File: config.mk
export PLATFORM = sky130hd
export DESIGN_NAME = irq_pending_latch
export DESIGN_NICKNAME = d
export VERILOG_FILES = /design/src/rtl/irq_pending_latch.sv
export SDC_FILE = /design/constraint.sdc
export NUM_CORES = 1
export LEC_CHECK = 0
export BUFFER_PORTS_ARGS = -buffer_cell sky130_fd_sc_hd__buf_2
export CAP_MARGIN = 20
export CORE_ASPECT_RATIO = 0.8
export CORE_UTILIZATION = 52
export DETAILED_ROUTE_END_ITERATION = 7
export GPL_TIMING_DRIVEN = 0
export PLACE_DENSITY_LB_ADDON = 0.2
export REMOVE_ABC_BUFFERS = 1
export SLEW_MARGIN = 5
export SYNTH_ARGS = -nofsm -noshare
export SYNTH_HDL_FRONTEND = slang
export SYNTH_SLANG_ARGS = --single-unit
File: constraint.sdc
create_clock -name clk -period 5.5 [get_ports clk]
set_input_delay 0.275 -clock clk [delete_from_list [all_inputs] [get_ports clk]]
set_output_delay 0.275 -clock clk [all_outputs]
set_load 0.005 [all_outputs]
File: src/rtl/irq_pending_latch.sv
// Sticky, maskable interrupt pending latch feeding an 8-to-3 priority encoder.
// Rising edges set pending bits; acks to the encoder's index clear them; re-triggers on pending lines are counted.
module irq_pending_latch #(
  parameter int unsigned N    = 8,
  parameter int unsigned IDXW = 3,
  parameter int unsigned CNTW = 8
) (
  input  logic            clk,
  input  logic            rst,
  input  logic [N-1:0]    irq_in,
  input  logic [N-1:0]    mask,
  output logic [N-1:0]    pend_o,
  output logic            valid_o,
  input  logic            ack_i,
  input  logic [IDXW-1:0] ack_idx_i,
  output logic            ack_err_o,
  output logic [N-1:0]    pending_raw_o,
  output logic [CNTW-1:0] lost_cnt_o,
  input  logic            lost_clr_i
);

  logic [N-1:0]    irq_d;
  logic [N-1:0]    pending;
  logic [CNTW-1:0] lost_cnt;

  logic [N-1:0]    rise;
  logic [N-1:0]    clr;
  logic [N-1:0]    loss;
  logic            ack_bad;
  logic [CNTW:0]   loss_pop;
  logic [CNTW:0]   cnt_sum;
  logic [CNTW-1:0] cnt_next;

  assign rise          = irq_in & ~irq_d;
  assign pend_o        = pending & mask;
  assign valid_o       = |pend_o;
  assign pending_raw_o = pending;
  assign lost_cnt_o    = lost_cnt;

  // An ack only counts against a line that is both pending and unmasked.
  always_comb begin
    clr = '0;
    for (int unsigned i = 0; i < N; i++) begin
      clr[i] = ack_i && (ack_idx_i == IDXW'(i)) && pend_o[i];
    end
  end

  assign ack_bad = ack_i && !(|clr);
  assign loss    = rise & pending & ~clr;

  always_comb begin
    loss_pop = '0;
    for (int unsigned i = 0; i < N; i++) begin
      loss_pop = loss_pop + (CNTW+1)'(loss[i]);
    end
  end

  // One spare bit holds the carry; any carry means the count would pass all-ones.
  always_comb begin
    cnt_sum  = (lost_clr_i ? '0 : {1'b0, lost_cnt}) + loss_pop;
    cnt_next = cnt_sum[CNTW] ? '1 : cnt_sum[CNTW-1:0];
  end

  always_ff @(posedge clk) begin
    if (rst) begin
      irq_d     <= '0;
      pending   <= '0;
      lost_cnt  <= '0;
      ack_err_o <= 1'b0;
    end else begin
      irq_d     <= irq_in;
      pending   <= (pending & ~clr) | rise;
      lost_cnt  <= cnt_next;
      ack_err_o <= ack_bad;
    end
  end

endmodule

After elaboration in Yosys (flattened, before gate mapping)
Cells that the tools add are included.
W data, S select, Z words.
{"block": "word_totals", "register_bits": 25, "out_inout_bits": 26, "elab_cells": 50}
{"block": "op_classes", "n_addsub": 8, "n_eq_ne": 7, "mux": 2, "n_bitwise": 8, "reduce_logical": 21}
{"operator": "$and A8 B8 Y8", "n": 5}
{"operator": "$logic_and A1 B1 Y1", "n": 17}
{"operator": "$mux W8", "n": 2}
{"operator": "$not A8 Y8", "n": 2}
{"operator": "$reduce_or A8 Y1", "n": 2}
{"operator": "$eq A3 B3 Y1 const B", "n": 4}
{"operator": "$add A8 B8 Y9", "n": 1}
{"operator": "$add A7 B1 Y8", "n": 1}
{"operator": "$or A8 B8 Y8", "n": 1}
{"operator": "$add A6 B1 Y7", "n": 1}
{"operator": "$add A5 B1 Y6", "n": 1}
{"operator": "$eq A3 B2 Y1 const B", "n": 2}
{"operator": "$add A4 B1 Y5", "n": 1}
{"operator": "$add A3 B1 Y4", "n": 1}
{"operator": "$add A2 B1 Y3", "n": 1}
{"operator": "$eq A3 B1 Y1 const B", "n": 1}
{"operator": "$logic_not A3 Y1", "n": 1}
{"operator": "$add A1 B1 Y2", "n": 1}
{"operator": "$logic_not A1 Y1", "n": 1}

Logic depth before layout (Yosys ltp)
{"block": "logic_depth", "word_depth": 14, "depth_mapped": 13}

Worst setup path after synthesis
No wires, ideal clock.
{"block": "synth_timing", "path_kind": "input to register", "startpoint": "input port ack_idx_i[0]", "endpoint": "register lost_cnt[7], in the netlist lost_cnt_o[7]", "setup_ns": 0.132, "arrival_time_ns": 3.660, "t_required_ns": 5.368, "setup_slack_ns": 1.708, "stages": 13, "cell_sequence": "buf_2 nand4b_1 nand3_1 fa_1 fa_1 inv_1 fa_1 fa_1 fa_1 nand3_1 nand2_1 nor4bb_1 nor4_1"}
{"block": "synth_via", "elab_chain_cells": 14}
{"item": "from (decl)", "line_no": "15", "rtl": "input logic [IDXW-1:0] ack_idx_i,"}
{"item": "$eq A3 B1 Y1 or $logic_not A3 Y1 (tied branches)", "line_no": "44", "rtl": "clr[i] = ack_i && (ack_idx_i == IDXW'(i)) && pend_o[i];"}
{"item": "$logic_and A1 B1 Y1 (2 in a row)", "line_no": "44"}
{"item": "$not A8 Y8 *", "line_no": "49", "rtl": "assign loss = rise & pending & ~clr;"}
{"item": "$and A8 B8 Y8 *", "line_no": "49"}
{"item": "$add A1 B1 Y2", "line_no": "54", "rtl": "loss_pop = loss_pop + (CNTW+1)'(loss[i]);"}
{"item": "$add A2 B1 Y3", "line_no": "54"}
{"item": "$add A3 B1 Y4", "line_no": "54"}
{"item": "$add A4 B1 Y5", "line_no": "54"}
{"item": "$add A5 B1 Y6", "line_no": "54"}
{"item": "$add A6 B1 Y7", "line_no": "54"}
{"item": "$add A7 B1 Y8 *", "line_no": "54"}
{"item": "$add A8 B8 Y9 *", "line_no": "60", "rtl": "cnt_sum = (lost_clr_i ? '0 : {1'b0, lost_cnt}) + loss_pop;"}
{"item": "$mux W8 *", "line_no": "61", "rtl": "cnt_next = cnt_sum[CNTW] ? '1 : cnt_sum[CNTW-1:0];"}
{"item": "to (signal assigned)", "line_no": "73", "rtl": "lost_cnt <= cnt_next;"}
{"item": "to (decl)", "line_no": "24", "rtl": "logic [CNTW-1:0] lost_cnt;"}
Every way passes the cells marked *; elsewhere a longest branch is shown, timed or not.
A chain may end at the register's enable or synchronous reset.

Worst setup path after layout
{"block": "layout_timing", "startpoint": "register irq_d[0]", "endpoint": "register lost_cnt[7], in the netlist lost_cnt_o[7]"}
{"block": "layout_via", "elab_chain_cells": 13}
{"item": "from (decl)", "line_no": "22", "rtl": "logic [N-1:0] irq_d;"}
{"item": "from (signal assigned)", "line_no": "71", "rtl": "irq_d <= irq_in;"}
{"item": "$not A8 Y8", "line_no": "34", "rtl": "assign rise = irq_in & ~irq_d;"}
{"item": "$and A8 B8 Y8", "line_no": "34"}
{"item": "$and A8 B8 Y8 (2 in a row)", "line_no": "49"}
{"item": "$add A1 B1 Y2", "line_no": "54"}
{"item": "$add A2 B1 Y3", "line_no": "54"}
{"item": "$add A3 B1 Y4", "line_no": "54"}
{"item": "$add A4 B1 Y5", "line_no": "54"}
{"item": "$add A5 B1 Y6", "line_no": "54"}
{"item": "$add A6 B1 Y7", "line_no": "54"}
{"item": "$add A7 B1 Y8", "line_no": "54"}
{"item": "$add A8 B8 Y9", "line_no": "60"}
{"item": "$mux W8", "line_no": "61"}
Every way passes these cells.

==> flow_summary.ini <==
[outcome]
status = completed

[placement]
dp_cells = 233
hpwl_um = 2262
placed_area_um2 = 1624
portBuffers = 48
finalWeightedCongestion = 0.8921

[final_layout]
fillers = 229
final_common_cell = buf_2
seqCellArea_um2 = 500.5
design_area_um2 = 1652
finish.utilization = 0.6707
finalNetCount = 236
multi_input_area_um2 = 808.3
final_cell_mix = buf_2, dfxtp_1, nor2b_1
areaGrowthSynthToFinish_pct = 22.22
instances_no_fill = 237
drive_gt1_frac = 0.2935
antenna_cells = 0

[synthesis]
ys_ff_latch = 25
yosysSeqAreaShare = 0.3704
syn_area_um2 = 1351
ys_warn_count = 0
netlist_instances = 152
avgSynthCellArea_um2 = 8.890
synth.distinct_cells = 31

[cts]
tritoncts = done
postCtsSetupRepairBufs = 0
cts_resized = 0
cts_root_buf = clkbuf_4
cts_buffer_depth = 2
cts_htree_levels = 1
path_clk_slew_ns = 0.14
cts_buffers = 3
cts_sinks = 25
holdBufCountCts = 0
clk_latency_ns = 0.32

[power_and_ir_drop]
p_comb_frac = 0.235
p_leak_nw = 0.8066
seqPwrFrac = 0.543
max-vdd-ir-drop_mv = 0.1768
power.switching_uw = 106.7
clkPwrFrac = 0.223
switching_share = 0.2888
internal-power_uw = 262.7
p_per_area_nw_per_um2 = 223.7

[drt]
viasPerCell = 5.359
drt_iter0_markers = 69
wirelength_um = 2905
ant_nets = 0
post-route-drc-count = 0
vias = 1270
drt_pre_antenna_iters = 4
routedWlPerCell_um = 12.26

[timing]
rsz0062_at_grt = no
max_freq_ghz = 0.2605
fin_worst_skew_ns = 0.004027
setup_viol = 0
slew_viol_final = 0
hold-worst-slack_ns = 0.1719
tightest_slew_ns = 0.4681
maxSlewHeadroom = 0.6879
fin_crit_ns = 3.838
tns_ns = 0
timing.final.crit_share = 0.6979
hold_viol_final = 0

[floorplanning]
die_h_um = 47.60
fp.dieW_um = 59.00
ioPinCount = 49
core_um2 = 2462
start_util = 0.5488
row_count = 16
die_area_um2 = 2808

[global_routing]
antenna_found_initial = 0
grt_pass1_wl_um = 4326
grt_pass1_vias = 1006
track_usage = 0.2084
grt_max_degree = 26
grt-ovfl-total = 0

[min_path]
holdPathEnd = irq_d[5]
min_path_type = in2reg
hp-start = irq_in[5]
min_path_cells = 2

[setup_path]
cp.arrival_ns = 4.04
timing.rr.start = irq_d[0]
critical_path.cell_chain = nor2b_1, nand3_1, fa_1, fa_1, inv_1, fa_1, fa_1, fa_1, nand3_1, nand2_1, nor4bb_1, nor4_1
start_kind = flip-flop
r2r_end = lost_cnt_o[7]
slowest_delay_ns = 0.54
slowest_stage = fa_1
crit_path_end_kind = flip-flop
crit_required_ns = 5.70
rr_worst_depth = 12
critPathMostFrequentCell = fa_1
path_class = reg2reg
crit_fanout = 5
r2r_setup_slack_ns = 1.66

[flow_run]
maxCapViolCount = 0
[layout make-up]
| type | count | share of cell area |
|---|---|---|
| sequential | 25 | 0.3030 |
| clock inverter | 1 | 0.003030 |
| tap | 36 | 0.02727 |
| clock buffer | 3 | 0.01364 |
| inverter | 8 | 0.01818 |
| multi-input combinational | 116 | 0.4894 |
| timing repair buffer | 48 | 0.1455 |
[critical path, delay by kind of cell, from the launching register on]
kind | cells | cell delay [ns]
flip-flops | 1 | 0.32
AND/OR/NAND/NOR | 6 | 0.88
buffers and inverters | 1 | 0.05
adder cells (fa/ha/maj) | 5 | 2.48
[worst max path at each step]
stage	from	end	slack (ns)	depth (start not counted)
2_1_floorplan	ack_idx_i[1]	lost_cnt_o[7]	1.82	13
3_3_place_gp	ack_idx_i[1]	lost_cnt_o[7]	1.41	14
3_5_place_dp	ack_idx_i[1]	lost_cnt_o[7]	1.34	14
4_1_cts	irq_d[0]	lost_cnt_o[7]	1.63	12
5_1_grt	irq_d[0]	lost_cnt_o[7]	1.45	12
6_report	irq_d[0]	lost_cnt_o[7]	1.66	12
[synthesized netlist by cell type]
library cell,count,area share
clkbuf_1,2,0.0056
nand4_1,4,0.019
o21ai_0,3,0.011
nor4bb_1,2,0.015
a211oi_1,1,0.0056
o21ai_1,2,0.0074
buf_2,1,0.0037
dfxtp_1,25,0.37
a21oi_1,16,0.059
nor3_1,1,0.0037
inv_1,8,0.022
nor2_1,14,0.039
nand3_1,8,0.030
fa_1,5,0.074
and3_1,1,0.0046
nor4_1,4,0.019
nor3b_1,1,0.0056
xnor2_1,1,0.0065
and2_4,4,0.026
o21bai_1,1,0.0056
nand2b_1,6,0.028
a41oi_1,1,0.0065
a31oi_1,1,0.0046
mux4_2,2,0.033
ha_1,6,0.056
xor2_1,1,0.0065
a21o_1,1,0.0056
nand4b_1,1,0.0065
nand2_1,10,0.028
nor2b_1,18,0.083
a2111oi_2,1,0.011
[flip-flops by register name, indices dropped and copies added, names as in the netlist]
signal and flops:
ack_err_o 1, pending_raw_o 8, lost_cnt_o 8, irq_d 8
[layer usage]
metal | GRT usage | vias to the layer above | wire length (um)
met5 | 0 | - | 0
met4 | 0.06190 | 0 | 15
met3 | 0.04054 | 2 | 137
met2 | 0.3205 | 44 | 1318
met1 | 0.3013 | 593 | 1432
li1 | - | 631 | -
[kinds of logic after synthesis]
logic type | after synthesis | synth area share
AO/OA/AOI/OAI | 27 | 0.1167
XOR/XNOR | 2 | 0.01297
adder cells (fa/ha/maj) | 11 | 0.1296
buffers and inverters | 11 | 0.03148
flip-flops | 25 | 0.3704
multiplexers | 2 | 0.03333
AND/OR/NAND/NOR | 74 | 0.3056
[stage by stage]
step	setup slack [ns]	power, mW
2_1_floorplan	1.818	0.2542
3_3_place_gp	1.412	0.2891
3_5_place_dp	1.340	0.2906
4_1_cts	1.633	0.3763
5_1_grt	1.445	0.3946
6_report	1.662	0.3694
[power groups by stage]
stage | Sequential [mW] | Clock [mW] | Combinational, mW
6_report | 0.200 | 0.0823 | 0.0867
5_1_grt | 0.202 | 0.0931 | 0.100
4_1_cts | 0.200 | 0.0884 | 0.0876
3_5_place_dp | 0.204 | 0 | 0.0863
3_3_place_gp | 0.204 | 0 | 0.0852
2_1_floorplan | 0.204 | 0 | 0.0498
Note: power is estimated with default switching activity, not from simulation.
